===== src/rtl/ps2_line_buffer.sv =====
// ps2_line_buffer: PS/2 set-2 scan-code line editor.
// Strips break (F0) and extended (E0) prefixes, maps make codes to ASCII,
// assembles a DEPTH-character line with backspace and overflow handling,
// and holds the finished line on Enter until the consumer acknowledges it.
module ps2_line_buffer #(
    parameter int DEPTH     = 4,
    parameter bit OVF_SHIFT = 1'b1,
    parameter int CNT_W     = 3
) (
    input  logic                 clock,
    input  logic                 resetn,
    input  logic                 key_valid,
    input  logic [7:0]           key_data,
    input  logic                 line_ack,
    output logic [8*DEPTH-1:0]   line_data,
    output logic [CNT_W-1:0]     char_count,
    output logic                 line_valid,
    output logic                 overflow
);

    localparam int               LW       = 8 * DEPTH;
    localparam logic [CNT_W-1:0] FULL     = CNT_W'(DEPTH);
    localparam logic [7:0]       SC_BREAK = 8'hF0;
    localparam logic [7:0]       SC_EXT   = 8'hE0;
    localparam logic [7:0]       SC_BKSP  = 8'h66;
    localparam logic [7:0]       SC_ENTER = 8'h5A;

    typedef enum logic [1:0] {
        S_MAKE  = 2'd0,
        S_BREAK = 2'd1,
        S_EXT   = 2'd2
    } state_t;

    state_t state;

    // Set-2 make code to ASCII; bit 8 flags a printable (mapped) key.
    function automatic logic [8:0] decode_make(input logic [7:0] sc);
        logic [8:0] r;
        case (sc)
            8'h1C: r = {1'b1, 8'h41};  // A
            8'h32: r = {1'b1, 8'h42};  // B
            8'h21: r = {1'b1, 8'h43};  // C
            8'h23: r = {1'b1, 8'h44};  // D
            8'h24: r = {1'b1, 8'h45};  // E
            8'h2B: r = {1'b1, 8'h46};  // F
            8'h34: r = {1'b1, 8'h47};  // G
            8'h33: r = {1'b1, 8'h48};  // H
            8'h43: r = {1'b1, 8'h49};  // I
            8'h3B: r = {1'b1, 8'h4A};  // J
            8'h42: r = {1'b1, 8'h4B};  // K
            8'h4B: r = {1'b1, 8'h4C};  // L
            8'h3A: r = {1'b1, 8'h4D};  // M
            8'h31: r = {1'b1, 8'h4E};  // N
            8'h44: r = {1'b1, 8'h4F};  // O
            8'h4D: r = {1'b1, 8'h50};  // P
            8'h15: r = {1'b1, 8'h51};  // Q
            8'h2D: r = {1'b1, 8'h52};  // R
            8'h1B: r = {1'b1, 8'h53};  // S
            8'h2C: r = {1'b1, 8'h54};  // T
            8'h3C: r = {1'b1, 8'h55};  // U
            8'h2A: r = {1'b1, 8'h56};  // V
            8'h1D: r = {1'b1, 8'h57};  // W
            8'h22: r = {1'b1, 8'h58};  // X
            8'h35: r = {1'b1, 8'h59};  // Y
            8'h1A: r = {1'b1, 8'h5A};  // Z
            8'h45: r = {1'b1, 8'h30};  // 0
            8'h16: r = {1'b1, 8'h31};  // 1
            8'h1E: r = {1'b1, 8'h32};  // 2
            8'h26: r = {1'b1, 8'h33};  // 3
            8'h25: r = {1'b1, 8'h34};  // 4
            8'h2E: r = {1'b1, 8'h35};  // 5
            8'h36: r = {1'b1, 8'h36};  // 6
            8'h3D: r = {1'b1, 8'h37};  // 7
            8'h3E: r = {1'b1, 8'h38};  // 8
            8'h46: r = {1'b1, 8'h39};  // 9
            8'h29: r = {1'b1, 8'h20};  // space
            default: r = 9'h000;
        endcase
        return r;
    endfunction

    // Stage p0: classify the incoming byte as seen from the prefix FSM.
    logic       make_vld_p0;
    logic       printable_p0;
    logic [7:0] ascii_p0;
    logic       bksp_p0;
    logic       enter_p0;
    logic       clear_p0;

    // Combinational decode of the current byte; only a make code in S_MAKE counts.
    always_comb begin
        make_vld_p0  = 1'b0;
        printable_p0 = 1'b0;
        ascii_p0     = 8'h00;
        bksp_p0      = 1'b0;
        enter_p0     = 1'b0;
        if (key_valid && (state == S_MAKE) &&
            (key_data != SC_BREAK) && (key_data != SC_EXT)) begin
            make_vld_p0 = 1'b1;
        end
        {printable_p0, ascii_p0} = decode_make(key_data);
        printable_p0 = printable_p0 & make_vld_p0;
        bksp_p0      = make_vld_p0 && (key_data == SC_BKSP);
        enter_p0     = make_vld_p0 && (key_data == SC_ENTER);
        // An acknowledge of a held line takes precedence over any byte for the data path.
        clear_p0     = line_valid && line_ack;
    end

    // Prefix tracker: absorbs F0/E0 sequences; runs regardless of line state or ack.
    always_ff @(posedge clock or negedge resetn) begin
        if (!resetn) begin
            state <= S_MAKE;
        end else if (key_valid) begin
            case (state)
                S_MAKE: begin
                    if (key_data == SC_BREAK)      state <= S_BREAK;
                    else if (key_data == SC_EXT)   state <= S_EXT;
                    else                           state <= S_MAKE;
                end
                S_BREAK: state <= S_MAKE;
                S_EXT: begin
                    if (key_data == SC_BREAK)      state <= S_BREAK;
                    else                           state <= S_MAKE;
                end
                default: state <= S_MAKE;
            endcase
        end
    end

    // Stage p1: line storage, count, completion and overflow flags (registered outputs).
    always_ff @(posedge clock or negedge resetn) begin
        if (!resetn) begin
            line_data  <= '0;
            char_count <= '0;
            line_valid <= 1'b0;
            overflow   <= 1'b0;
        end else if (clear_p0) begin
            line_data  <= '0;
            char_count <= '0;
            line_valid <= 1'b0;
            overflow   <= 1'b0;
        end else if (!line_valid) begin
            if (printable_p0) begin
                if (char_count < FULL) begin
                    line_data  <= (line_data << 8) | LW'(ascii_p0);
                    char_count <= char_count + CNT_W'(1);
                end else begin
                    overflow <= 1'b1;
                    // Shift mode keeps the most recent DEPTH characters.
                    if (OVF_SHIFT) begin
                        line_data <= (line_data << 8) | LW'(ascii_p0);
                    end
                end
            end else if (bksp_p0) begin
                if (char_count != '0) begin
                    line_data  <= line_data >> 8;
                    char_count <= char_count - CNT_W'(1);
                end
            end else if (enter_p0) begin
                if (char_count != '0) begin
                    line_valid <= 1'b1;
                end
            end
        end
    end

endmodule


===== config.mk =====
export PLATFORM = sky130hd
export DESIGN_NAME = ps2_line_buffer
export DESIGN_NICKNAME = d
export VERILOG_FILES = /design/src/rtl/ps2_line_buffer.sv
export SDC_FILE = /design/constraint.sdc
export NUM_CORES = 1
export LEC_CHECK = 0
export ABC_AREA = 1
export ABC_CLOCK_PERIOD_IN_PS = 2100
export CELL_PAD_IN_SITES_DETAIL_PLACEMENT = 0
export CELL_PAD_IN_SITES_GLOBAL_PLACEMENT = 1
export CORE_MARGIN = 2
export CORE_UTILIZATION = 39
export CTS_CLUSTER_DIAMETER = 100
export DETAILED_ROUTE_END_ITERATION = 16
export PLACE_DENSITY_LB_ADDON = 0.12
export RECOVER_POWER = 100
export SYNTH_ARGS = -nofsm -noshare
export SYNTH_HDL_FRONTEND = slang
export SYNTH_SLANG_ARGS = --single-unit

===== constraint.sdc =====
create_clock -name clock -period 2.1 [get_ports clock]
set_input_delay 0.42 -clock clock [delete_from_list [all_inputs] [get_ports clock]]
set_output_delay 0.42 -clock clock [all_outputs]
set_load 0.02 [all_outputs]

==> results of run 1 <==
-- layout make-up --
type / instances / area share, %
well taps: 99 / 3.01
inverters: 50 / 4.86
clock inverters: 3 / 1.06
flip-flops and latches: 39 / 23.7
multi-input cells: 289 / 38.4
repair buffers: 124 / 27.3
clock buffers: 5 / 1.67
-- registers in the layout, indices dropped and copies added (netlist names) --
register and count:
line_data 32, line_valid 1, char_count 3, state 2
overflow 1
-- critical path: cells and delay by family --
family	cells	cell delay, ns
AND/OR/NAND/NOR	8	0.67
buffers and inverters	4	0.50
adder cells (fa/ha/maj)	1	0.19
AO/OA/AOI/OAI	2	0.36
-- cells in the mapped netlist --
master	instances	area share, %
a21oi_1	8	1.4
a22o_1	1	0.30
a32o_1	1	0.35
buf_2	2	0.35
buf_4	1	0.26
buf_6	8	3.1
buf_8	1	0.52
clkbuf_1	1	0.13
clkbuf_2	1	0.17
clkinv_1	1	0.13
clkinv_4	1	0.30
dfrtp_1	39	34
fa_1	1	0.69
ha_1	8	3.5
inv_1	42	5.5
inv_2	4	0.52
inv_4	1	0.22
inv_6	1	0.30
nand2_1	135	18
nand2_2	2	0.43
nand2_4	5	1.9
nand2_8	1	0.69
nand3_1	20	3.5
nand3_2	8	2.8
nand3_4	1	0.61
nand4_1	3	0.65
nor2_1	18	2.3
nor2_2	1	0.22
nor2_4	2	0.78
nor2_8	1	0.69
nor3_1	2	0.35
o2111ai_1	1	0.30
o21ai_0	31	5.4
o21ai_1	8	1.4
o21ai_2	23	7.0
o21bai_1	1	0.26
o22ai_1	2	0.43
o32ai_1	1	0.30
o41ai_1	1	0.30
or2_2	2	0.43
or2_4	1	0.30
-- layer usage --
| metal | global-route usage [%] | vias to the layer above |
|---|---|---|
| met1 | 26.3 | 1340 |
| li1 | - | 1490 |
| met5 | 0 | - |
| met4 | 4.87 | 0 |
| met2 | 33.9 | 43 |
| met3 | 3.35 | 13 |
-- report_power, final --
group	switching, mW	internal, mW	total (mW)
clock	0.279	0.354	0.633
combinational	0.700	0.565	1.26
sequential	0.154	0.930	1.08
-- through the flow --
| step | std cells | utilization [%] | hold WS [ns] |
|---|---|---|---|
| 2_1_floorplan | 392 | - | 0.124 |
| 3_3_place_gp | 587 | 53.9 | 0.476 |
| 3_5_place_dp | 587 | 53.9 | 0.487 |
| 4_1_cts | 608 | 57.9 | 0.181 |
| 5_1_grt | 609 | 57.1 | 0.466 |
| 6_report | 609 | 57.1 | 0.352 |
-- cells by family (layout without fill, tap and decap cells) --
family,after synthesis,after routing
AND/OR/NAND/NOR,202,202
AO/OA/AOI/OAI,78,78
buffers and inverters,64,182
flip-flops,39,39
adder cells (fa/ha/maj),9,9
-- worst paths after layout --
check	startpoint	endpoint	slack, ns	cells after the start
max	key_data[1]	line_data[1]$_DFFE_PN0P_	0.13	15
min	resetn	char_count[1]$_DFFE_PN0P_	0.35	2
max reg2reg	state[0]$_DFFE_PN0P_	char_count[2]$_DFFE_PN0P_	0.37	13
min reg2reg	state[1]$_DFFE_PN0P_	state[1]$_DFFE_PN0P_	0.50	1
max in group asynchronous	resetn	line_data[6]$_DFFE_PN0P_	1.12	2
min in group clock	state[1]$_DFFE_PN0P_	state[1]$_DFFE_PN0P_	0.50	1
-- timing repair --
action / 4_1_cts / 5_1_grt
endpoints found under the setup margin: 36 / 29
resized for setup: 30 / 12
setup buffers: 10 / 2
gates cloned: 3 / 0
pin swaps: 9 / 8
==> results.tsv, run 1 <==
metric	value	unit
Max H-tree Level	2	
DRT iter0 DRCs	90	
TNS Setup	0	ns
DRC	0	
Rows	31	
most common cell after layout, fill and taps aside	nand2_1	
Reg area	976	sq um
DR WL met2	3.76	mm
Clock Tree Root	clkbuf_8	
pre-CTS setup slack	-0.579	ns
Pre-antenna DRT Iters	4	
CP endpoint kind	flip-flop	
Post-DP Area	0.00389	sq mm
max_cap viols	0	
Starting Density	40.0	%
clock skew	0.00820	ns
YS warnings	0	
CTS tree	built	
Top Layer Used	met4	
adder-cell share of the synthesized area	4.16	%
Worst EP required	2.30	ns
worst-path cell chain	buf_4 > buf_6 > buf_4 > buf_4 > ha_1 > nand2_1 > nand2_1 > o21ai_0 > nand2_1 > nand3_1 > nand2_1 > nand2_1 > o21ai_0 > nand2_1 > nand2_1	
total wire length	7.75	mm
clk buf depth	2	
net count after synthesis	413	
Post-Synthesis Cells	392	
Filler cells	703	
arrival time at the worst endpoint	2.16	ns
hold bufs inserted after CTS	0	
layout cell share with drive strength beyond 1	27.3	%
Tcrit/Tclk final	93.7	%
min cycle time layout	1.97	ns
XOR/XNOR Fraction of Synth Area	0	%
vias in the first global route	2799	
clock transition at the registers of the reported paths	0.08	ns
clk_lat worst skew	0.29	ns
WL per Instance	12.7	microns
simple-gate share of the synthesized area	33.2	%
layout net count	530	
status	finished clean	
most used cell, CP	nand2_1	
DRT met1 WL	3.69	mm
Fmax	508	MHz
Seq/Total Area, Yosys	33.8	%
pwr/cell area	724	mW/mm^2
crit path kind	primary input to flip-flop	
final worst slack	0.133	ns
clk sinks	39	
multi-input combinational cell area	0.00158	sq mm
Inserted Diodes	0	
Cell Area, Synth	0.00289	sq mm
pin count of the biggest net entering global routing	40	
Final Hold Viols	0	
maximum vdd drop	0.455	mV
hold crit path type	primary input to asynchronous set/reset pin	
via/cell ratio	4.74	
Synth Area in Compound Gates	17.4	%
core area	0.00721	sq mm
initial antenna violation count	0	
CP max-delay cell	o21ai_0	
mux contribution to synthesized area	0	%
CP Launch Type	primary input	
Setup violations, final	0	
largest family of logic cells by synthesized area	simple AND/OR/NAND/NOR gates	
DRT antenna net count	0	
syn_area_per_cell	7.37	sq um
Die Area	0.00811	sq mm
post-synth cell types	41	
commonest non-fill, non-tap cells in the layout	132 x nand2_1, 59 x buf_4, 39 x inv_1, 39 x o21ai_0, 39 x dfrtp_1	
met3 WL	200	microns
Yosys reg bits	39	
via count	2886	
Layout area overhead	42.5	%
slew at the pin closest to its max-slew limit	0.983	ns
total global routing overflow	0	
number of I/O port buffers	48	
CP Max Fanout	5	
fin area	0.00412	sq mm
CP peak stage delay	0.27	ns
die width	90.1	microns
dpl hpwl	5.75	mm
Die Y	90.1	microns
slew margin rel.	34.4	%
first-pass GRT wire length	13.4	mm
All-Layer GR Usage	19.9	%
leakage	2.08	nW
total power	2.98	mW
io pins	49	
total CTS buffers	5	
Placer Congestion	0.951	
fin. max-slew vios	0	
No activity file was read; power rests on OpenSTA's default activity.
==> inputs of run 2 (changes only) <==
- SKIP_CTS_REPAIR_TIMING: not set -> 1
- SLEW_MARGIN: not set -> 15
==> results.tsv, run 2 (synthesis gave the netlist of run 1 again) <==
metric	value	unit	change
status	finished clean		
TNS Setup	0	ns	unchanged
Layout area overhead	41.7	%	
worst-path cell chain	buf_4 > buf_6 > ha_4 > inv_2 > nand2_4 > nand2_2 > nor2_1 > nor2_1 > nand2_1 > nor2_4 > nand2_8 > fa_2 > inv_1 > nand3_1 > nand2_1 > inv_1 > nand2_1 > nand2_1		
Top Layer Used	met4		
CP Launch Type	primary input		
pin count of the biggest net entering global routing	40		unchanged
clk buf depth	2		unchanged
slew margin rel.	34.9	%	+0.46 points
Setup violations, final	0		unchanged
total CTS buffers	5		unchanged
met3 WL	265	microns	+33%
worst path bufs/invs	5		+1
layout cell share with drive strength beyond 1	28.6	%	+1.3 points
via count	2845		-1.4%
DRC	0		unchanged
pwr/cell area	731	mW/mm^2	+1.0%
Fmax	504	MHz	-0.79%
number of I/O port buffers	48		unchanged
Final Hold Viols	0		unchanged
Placer Congestion	0.951		unchanged
clk sinks	39		unchanged
clk_lat worst skew	0.29	ns	about the same
leakage	2.10	nW	+0.74%
total wire length	7.73	mm	-0.31%
CP Max Fanout	6		+1
Biggest register	line_data		
core area	0.00721	sq mm	unchanged
Largest register FFs	32		unchanged
DRT met1 WL	3.63	mm	-1.7%
min cycle time layout	1.98	ns	+0.0156 ns
crit-path leading delay family	simple AND/OR/NAND/NOR gates		
All-Layer GR Usage	19.1	%	-0.80 points
initial antenna violation count	0		unchanged
commonest non-fill, non-tap cells in the layout	129 x nand2_1, 59 x buf_4, 39 x inv_1, 39 x dfrtp_1, 37 x dlygate4sd3_1		
DRT antenna net count	0		unchanged
maximum vdd drop	0.465	mV	+2.2%
Starting Density	40.0	%	unchanged
Pre-antenna DRT Iters	4		unchanged
Tcrit/Tclk final	94.4	%	+0.74 points
non-filler cells, final	603		-0.99%
fin. max-slew vios	0		unchanged
Inserted Diodes	0		unchanged
clock skew	0.00673	ns	-0.00147 ns
Max H-tree Level	2		unchanged
via/cell ratio	4.72		-0.44%
Worst EP required	2.30	ns	about the same
Die Area	0.00811	sq mm	unchanged
clock transition at the registers of the reported paths	0.08	ns	about the same
WL per Instance	12.8	microns	+0.68%
Clock Tree Root	clkbuf_8		
most common cell after layout, fill and taps aside	nand2_1		
most used cell, CP	nand2_1		
CTS tree	built		
cell count after placement	587		unchanged
slew at the pin closest to its max-slew limit	0.977	ns	-0.00694 ns
arrival time at the worst endpoint	2.18	ns	+0.02 ns
hold crit path type	primary input to asynchronous set/reset pin		
die width	90.1	microns	unchanged
crit path kind	primary input to flip-flop		
CP peak stage delay	0.35	ns	+0.08 ns
vias in the first global route	2717		-2.9%
io pins	49		unchanged
DRT iter0 DRCs	91		+1.1%
max_cap viols	0		unchanged
CP max-delay cell	fa_2		
CP endpoint kind	flip-flop		
total global routing overflow	0		unchanged
dpl hpwl	5.75	mm	unchanged
first-pass GRT wire length	12.9	mm	-3.9%
Die Y	90.1	microns	unchanged
layout net count	524		-1.1%
Rows	31		unchanged
top flop regs	line_data: 32 flops, char_count: 3 flops, state: 2 flops		
DR WL met2	3.75	mm	-0.19%
## run 2: changes by cell type in the layout (fill, tap and decap cells not counted), moves of 2 or more
cell	previous run	this run
o21ai_0	39	31
clkbuf_16	0	2
dlymetal6s2s_1	0	4
dlygate4sd2_1	4	0
o21ai_2	13	19
o21ai_1	10	12
nand2_1	132	129
nand2_4	5	7
buf_16	3	0
nand2_2	4	6
clkbuf_1	2	0
## run 2: per-stage QoR
| step | hold slack, ns | util [%] | setup slack [ns] | power, mW | area, sq um |
|---|---|---|---|---|---|
| after floorplan | 0.124 | - | -0.0288 | 1.83 | 2910 |
| after global placement | 0.476 | 53.9 | -0.542 | 2.44 | 3890 |
| after detailed placement | 0.487 | 53.9 | -0.579 | 2.45 | 3890 |
| after CTS | 0.181 | 55.5 | -0.266 | 3.10 | 4000 |
| after global routing | 0.458 | 56.8 | -0.000244 | 3.20 | 4100 |
| final | 0.351 | 56.8 | 0.117 | 2.99 | 4100 |
## run 2: metal layers
| metal | track usage [%] | vias up |
|---|---|---|
| met2 | 32.3 | 54 |
| li1 | - | 1475 |
| met3 | 3.35 | 12 |
| met5 | 0 | - |
| met1 | 25.2 | 1304 |
| met4 | 4.87 | 0 |
## run 2: final timing paths
kind                                 startpoint  cells after the start                   endpoint  slack, ns
max                                 key_data[0]                     18  char_count[2]$_DFFE_PN0P_       0.12
min                                      resetn                      2  char_count[1]$_DFFE_PN0P_       0.35
max reg2reg                state[0]$_DFFE_PN0P_                     13  char_count[2]$_DFFE_PN0P_       0.38
min reg2reg                state[1]$_DFFE_PN0P_                      1       state[1]$_DFFE_PN0P_       0.50
max in group asynchronous                resetn                      2  line_data[30]$_DFFE_PN0P_       1.14
min in group clock         state[1]$_DFFE_PN0P_                      1       state[1]$_DFFE_PN0P_       0.50
## run 2: report_power, final
part | leakage, nW | internal [mW] | switching (mW) | total (mW)
Clock | 0.0581 | 0.354 | 0.280 | 0.634
Sequential | 0.519 | 0.930 | 0.158 | 1.09
Combinational | 1.52 | 0.567 | 0.705 | 1.27
Total | 2.10 | 1.85 | 1.14 | 2.99
## run 2: final cells by class
type                    instances  area, sq um
flip-flops and latches         39          976
repair buffers                118         1060
clock buffers                   5         68.8
multi-input cells             289         1620
well taps                      99          124
clock inverters                 3         43.8
fillers                       702         3120
inverters                      50          203
